## src/rtl/prod_round_sat_pkg.sv

```systemverilog
// Shared DSP constants and helpers for the product rescale stage.
// Holds the multiplier product width, default Q-format and round-constant helper.
package prod_round_sat_pkg;

    localparam int PROD_W        = 64;
    localparam int SUM_W         = PROD_W + 1;
    localparam int DEF_FRAC_BITS = 32;
    localparam int DEF_OUT_W     = 32;
    localparam int SAT_CNT_W     = 16;

    // Half an output LSB, added ahead of the shift to get round-half-up.
    function automatic logic [SUM_W-1:0] round_const(input int frac_bits, input int rnd);
        logic [SUM_W-1:0] one;
        one = SUM_W'(1);
        if (rnd != 0 && frac_bits > 0) begin
            return one << (frac_bits - 1);
        end
        return '0;
    endfunction

endpackage

```

## src/rtl/prod_round_sat.sv

```systemverilog
// Rescales a 64-bit unsigned product: round half-up, shift by FRAC_BITS, saturate to OUT_W.
// Optional saturation counter enabled by defining PROD_ROUND_SAT_STATS_EN.
module prod_round_sat
    import prod_round_sat_pkg::*;
#(
    parameter int FRAC_BITS = DEF_FRAC_BITS,
    parameter int OUT_W     = DEF_OUT_W,
    parameter int ROUND     = 1
) (
    input  logic              clk,
    input  logic              reset_n,
    input  logic              in_valid,
    output logic              in_ready,
    input  logic [PROD_W-1:0] in_data,
    output logic              out_valid,
    input  logic              out_ready,
    output logic [OUT_W-1:0]  out_data,
    output logic              out_sat
`ifdef PROD_ROUND_SAT_STATS_EN
    ,
    input  logic                 sat_clr,
    output logic [SAT_CNT_W-1:0] sat_count
`endif
);

    localparam logic [SUM_W-1:0] RND = round_const(FRAC_BITS, ROUND);

    logic             s1_valid_q, s1_valid_d;
    logic [SUM_W-1:0] s1_sum_q,   s1_sum_d;
    logic             s2_valid_q, s2_valid_d;
    logic [OUT_W-1:0] s2_data_q,  s2_data_d;
    logic             s2_sat_q,   s2_sat_d;

    logic             s2_adv;
    logic [SUM_W-1:0] in_sum;
    logic [SUM_W-1:0] q;
    logic [SUM_W-1:0] q_hi;
    logic             q_ovf;

    // The extra sum bit keeps the rounding carry out of bit 63 so all-ones saturates.
    assign in_sum = {1'b0, in_data} + RND;
    assign q      = s1_sum_q >> FRAC_BITS;
    assign q_hi   = q >> OUT_W;
    assign q_ovf  = |q_hi;

    assign s2_adv   = !s2_valid_q || out_ready;
    assign in_ready = !s1_valid_q || s2_adv;

    always_comb begin
        s1_valid_d = s1_valid_q;
        s1_sum_d   = s1_sum_q;
        s2_valid_d = s2_valid_q;
        s2_data_d  = s2_data_q;
        s2_sat_d   = s2_sat_q;

        if (in_ready) begin
            s1_valid_d = in_valid;
            if (in_valid) begin
                s1_sum_d = in_sum;
            end
        end

        if (s2_adv) begin
            s2_valid_d = s1_valid_q;
            if (s1_valid_q) begin
                s2_sat_d  = q_ovf;
                s2_data_d = q_ovf ? '1 : q[OUT_W-1:0];
            end
        end
    end

    always_ff @(posedge clk or negedge reset_n) begin
        if (!reset_n) begin
            s1_valid_q <= 1'b0;
            s1_sum_q   <= '0;
            s2_valid_q <= 1'b0;
            s2_data_q  <= '0;
            s2_sat_q   <= 1'b0;
        end else begin
            s1_valid_q <= s1_valid_d;
            s1_sum_q   <= s1_sum_d;
            s2_valid_q <= s2_valid_d;
            s2_data_q  <= s2_data_d;
            s2_sat_q   <= s2_sat_d;
        end
    end

    assign out_valid = s2_valid_q;
    assign out_data  = s2_data_q;
    assign out_sat   = s2_sat_q;

`ifdef PROD_ROUND_SAT_STATS_EN
    logic [SAT_CNT_W-1:0] sat_count_q, sat_count_d;
    logic                 sat_inc;

    assign sat_inc = s2_valid_q && out_ready && s2_sat_q;

    // Clear takes priority over a coincident increment; the count sticks at full scale.
    always_comb begin
        sat_count_d = sat_count_q;
        if (sat_clr) begin
            sat_count_d = '0;
        end else if (sat_inc && sat_count_q != '1) begin
            sat_count_d = sat_count_q + 1'b1;
        end
    end

    always_ff @(posedge clk or negedge reset_n) begin
        if (!reset_n) begin
            sat_count_q <= '0;
        end else begin
            sat_count_q <= sat_count_d;
        end
    end

    assign sat_count = sat_count_q;
`endif

endmodule

```

## config.mk

```make
export PLATFORM = sky130hd
export DESIGN_NAME = prod_round_sat
export DESIGN_NICKNAME = d
export VERILOG_FILES = /design/src/rtl/prod_round_sat_pkg.sv /design/src/rtl/prod_round_sat.sv
export SDC_FILE = /design/constraint.sdc
export NUM_CORES = 1
export LEC_CHECK = 0
export ABC_AREA = 1
export BUFFER_PORTS_ARGS = -buffer_cell sky130_fd_sc_hd__buf_2
export CORE_ASPECT_RATIO = 1.1
export CORE_MARGIN = 1
export CORE_UTILIZATION = 56
export DETAILED_ROUTE_END_ITERATION = 6
export GPL_ROUTABILITY_DRIVEN = 0
export HOLD_SLACK_MARGIN = 0.06
export PLACE_DENSITY = 0.91
export SLEW_MARGIN = 20
export SYNTH_ARGS = -nofsm -noshare
export SYNTH_HDL_FRONTEND = slang
export SYNTH_SLANG_ARGS = --single-unit
```

## constraint.sdc

```tcl
create_clock -name clk -period 2.2 [get_ports clk]
set_clock_uncertainty 0.15 [all_clocks]
set_input_delay 0.22 -clock clk [delete_from_list [all_inputs] [get_ports clk]]
set_output_delay 0.22 -clock clk [all_outputs]
set_load 0.02 [all_outputs]
```

# Word-level counts from Yosys, hierarchy flattened
# Index checks and enable logic that the tools add are counted.
# word_totals
reg_bits	100
input_bits	68
output_inout_bits	35
word_cells	13
# classes
add_sub_neg	1
mux	1
n_reduce_logical	6
# ops
cell	count
64-bit by 32-bit adder with 65-bit output, second input constant	1
32-bit 2-to-1 mux	1
2-bit AND reduction	2
1-bit zero test	2
1-bit logical OR	2

# Logic depth before layout (Yosys ltp)
# depth
depth_word	4
mapped_depth	9

# Worst setup path before layout
# OpenSTA, ideal clock, no wires.
# synth_path
path_type	register to register
startpoint	reg s2_valid_q (netlist: out_valid)
endpoint	reg s1_sum_q[45]
arrival_ps	1197
t_required_ps	1929
path_slack_ps	732
stages_incl_launch_ff	7
synth_period_minus_slack_ps	1468
path_cell_list	dfrtp_1 > nand3_2 > nand2_2 > inv_2 > buf_2 > nand3_1 > o21ai_1
# synth_between
elab_chain_len	4
# synth_rtl
element	line	text
from (decl)	prod_round_sat.sv:30	logic s2_valid_q, s2_valid_d;
from (signal assigned)	prod_round_sat.sv:82	s2_valid_q <= s2_valid_d;
1-bit zero test	prod_round_sat.sv:46	assign s2_adv = !s2_valid_q || out_ready;
1-bit logical OR	prod_round_sat.sv:46	
1-bit logical OR	prod_round_sat.sv:47	assign in_ready = !s1_valid_q || s2_adv;
via in_ready	prod_round_sat.sv:13	output logic in_ready,
2-bit AND reduction (no line)	n/a	
to (signal assigned)	prod_round_sat.sv:81	s1_sum_q <= s1_sum_d;
to (decl)	prod_round_sat.sv:29	logic [SUM_W-1:0] s1_sum_q, s1_sum_d;
# The timed path passes the listed nets, and every way through them passes these cells.
# A chain may end at the register's enable or synchronous reset.

# Worst setup path after layout
# layout_path
startpoint	in in_data[41]
endpoint	reg s1_sum_q[61]
# layout_between
elab_chain_len	1
# layout_rtl
element	line	text
from (decl)	prod_round_sat.sv:14	input logic [PROD_W-1:0] in_data,
64-bit by 32-bit adder with 65-bit output	prod_round_sat.sv:41	assign in_sum = {1'b0, in_data} + RND;
# Every way passes these cells.

==> results.rst <==
.. list-table::
   :header-rows: 1

   * - Metric
     - Value
   * - Setup Crit Path Kind
     - in2reg
   * - DPL Wire Length
     - 5.988 mm
   * - Detailed-route wire length
     - 8.608 mm
   * - Worst setup slack for register-to-register paths
     - 450 ps
   * - Netlist Area Pre-Place
     - 0.003528 sq mm
   * - Required time of the worst setup path
     - 2330 ps
   * - Most used flip-flop cell after synthesis
     - dfrtp_1
   * - Final critical-path required period
     - 1817 ps
   * - Fill cell total of the finished layout
     - 437
   * - Number of global-route vias before repair
     - 3,220
   * - Share of the cycle needed by the critical path after routing
     - 82.60%
   * - Clock sink count
     - 68
   * - Placement Setup Slack
     - 543.7 ps
   * - Transition time at the pin with the least slew margin
     - 564.0 ps
   * - Synth Area per Inst
     - 7.539 sq um
   * - Overall routing resource usage
     - 28.72%
   * - Number of nets in the layout
     - 615
   * - Detailed-router iteration count before antenna repair
     - 5
   * - Max VDD drop
     - 0.0007453 V
   * - Clock tree from TritonCTS
     - yes
   * - Number of diodes added for antenna fixing
     - 0
   * - Clock Tree Buf Depth
     - 2
   * - Initial Util
     - 59.66%
   * - Number of register bits inferred by synthesis
     - 68
   * - Slew margin rel.
     - 62.35%
   * - Global-route wire length before repair
     - 14.67 mm
   * - Worst hold endpoint
     - s1_sum_q[54]
   * - Clock latency of the later-clocked register in the worst-skew pair
     - 350 ps
   * - Max Clock Freq
     - 550.3 MHz
   * - Vias per std cell
     - 5.341
   * - RSZ-0062 raised after global routing
     - false
   * - Setup Viol. Count Final
     - 0
   * - CP endpoint kind
     - flip-flop
   * - Core box area
     - 0.005914 sq mm
   * - Terminus of the critical flop-to-flop path
     - s1_sum_q[63]
   * - Largest fanout on the critical path
     - 5
   * - Number of antenna violations at the first check in global routing
     - 0
   * - Final worst setup slack
     - 382.8 ps
   * - Sequential cell area fraction in the yosys report
     - 48.23%
   * - Number of max-slew violations in the final report
     - 0
   * - Number of enable-type register cells in the synthesized netlist
     - 0
   * - Post-synthesis to final-layout area growth
     - 19.01%
   * - Setup TNS
     - 0 ps
   * - Number of design-rule violations left by the first detailed-router iteration
     - 289
   * - CTS Buf Count
     - 9
   * - Critical path arrival
     - 1950 ps
   * - Count of port buffers added during placement
     - 71
   * - Antenna Violating Nets Remaining
     - 0
   * - Maximum number of pins on one net before global-route repair
     - 54
   * - Unique masters post-synth
     - 24
   * - Share of post-route cells with drive strength above 1
     - 21.45%
   * - Startpoint class of the critical path
     - input port
   * - Static leakage
     - 0.002113 uW
   * - Net count after synthesis
     - 537
   * - Total gr overflow
     - 0
   * - Yosys warns
     - 0
   * - Final hold violations
     - 0
   * - Register area
     - 0.001702 sq mm
   * - Clk root buf
     - clkbuf_8
   * - Multi-input logic area
     - 0.001633 sq mm
   * - Count of standard-cell rows
     - 29
   * - Post-route DRC
     - 0
   * - Max H-tree Level
     - 3
   * - Pwr Density
     - 873.6 mW/mm^2
   * - Number of cells on the worst reg-to-reg path
     - 5
   * - Post-CTS sizing
     - 0
   * - I/O pins
     - 103
   * - Die Y-Extent
     - 85.25 microns
   * - Worst flop-to-flop path startpoint
     - s1_valid_q
   * - Hold path startpoint
     - in_data[54]
   * - Avg WL per Cell
     - 13.73 microns
   * - Number of cells produced by synthesis
     - 468
   * - Type of the worst min-delay path
     - in2reg
   * - Die Footprint
     - 0.006622 sq mm
   * - Chip Width
     - 77.68 microns
   * - Via count
     - 3,349
   * - Result of the run
     - finished, final reports clean
   * - Number of stages on the worst hold path
     - 4
   * - Clock transition time at the flip-flop clock pins of the worst setup and hold paths
     - 70 ps
   * - Most frequent cells in the layout
     - nand2_1, buf_2, dfrtp_1, nor2_1, nand3_1
   * - Most common library cell in the layout ignoring fill and taps
     - nand2_1
   * - Number of violations of the max-capacitance limit
     - 0
   * - Fraction of registers with async set/reset
     - 100.0%
==> worst max path at each step <==
stage	cells past startpoint	endpoint	startpoint	slack [ps]
floorplan	6	s1_sum_q[45]	out_valid	730
global placement	9	s1_sum_q[61]	in_data[31]	600
detailed placement	5	s1_sum_q[63]	s1_valid_q	540
CTS	9	s1_sum_q[61]	in_data[41]	470
global route	8	out_data[9]	out_ready	290
finish	10	s1_sum_q[61]	in_data[41]	380
==> flip-flops by register name, indices dropped and copies added (netlist names) <==
signal / count
s1_valid_q: 1
out_valid: 1
out_data: 32
s1_sum_q: 33
out_sat: 1
==> cells by family after synthesis <==
family	count (synthesis)	share of synthesized area [%]
AND/OR/NAND/NOR	283	34.86
buffers and inverters	48	5.496
adder cells (fa/ha/maj)	1	0.3546
AO/OA/AOI/OAI	58	8.582
XOR/XNOR	10	2.482
flip-flops	68	48.23
==> through the flow <==
stage	total power (uW)	utilization [%]	cell area (sq um)	hold WS [ps]	cells
3_3_place_gp	2620	66.74	3948	-14.96	606
5_1_grt	3875	71.00	4199	86.64	627
3_5_place_dp	2668	66.74	3948	-4.860	606
6_report	3668	71.00	4199	69.76	627
4_1_cts	3682	71.00	4199	60.22	627
2_1_floorplan	2293	-	3528	-225.6	468
==> synth_stat cells (3+ instances only) <==
cell      count  area (sq um)
clkbuf_1      3         11.26
buf_2        11         55.05
inv_2         5         18.77
nor2_2        6         37.54
nor2_4        8         90.09
nand3_1      38         190.2
nand2_1     160         600.6
xor2_1        9         78.83
o21ai_0      32         160.2
dfrtp_1      68          1702
o21bai_1      5         37.54
a21oi_1      13         65.06
and2_1        3         18.77
nand2_2       5         31.28
nor2_1       58         217.7
inv_1        28         105.1
o21ai_1       8         40.04
==> layout make-up <==
| class | count | share of cell area [%] |
|---|---|---|
| clock inverters | 4 | 1.192 |
| clock buffers | 11 | 3.367 |
| repair buffers | 82 | 10.79 |
| inverters | 33 | 2.950 |
| multi-input cells | 352 | 38.89 |
| flip-flops and latches | 68 | 40.52 |
| well taps | 77 | 2.294 |
==> routing by layer <==
metal | up-vias | global-route usage, % | part of all wire (%)
met5 | - | 0 | 0
met4 | 0 | 14.75 | 2.3
met3 | 23 | 4.086 | 7.8
met2 | 161 | 46.50 | 49
met1 | 1529 | 37.73 | 41
li1 | 1636 | - | -
==> report_power, final <==
part / internal, uW / total [uW] / switching (uW)
registers: 1530 / 1680 / 150
clock network: 546 / 1000 / 458
logic: 324 / 987 / 664
==> worst max-delay path, cell delays in order <==
cell           delay [ps]
dlygate4sd3_1         540
buf_2                 130
nand2_1                90
nor2_1                210
nand2_1               130
nor2_2                230
nand2_1               100
nand2_1                60
nand3_1               120
nand2_1               100
==> timing repair <==
| action | CTS | global route |
|---|---|---|
| hold buffers | 6 | 0 |
| setup buffers | 0 | 0 |
| setup endpoints to repair | 0 | 0 |
| endpoints found under the hold margin | 39 | 0 |
No activity file was read; power rests on OpenSTA's default activity.
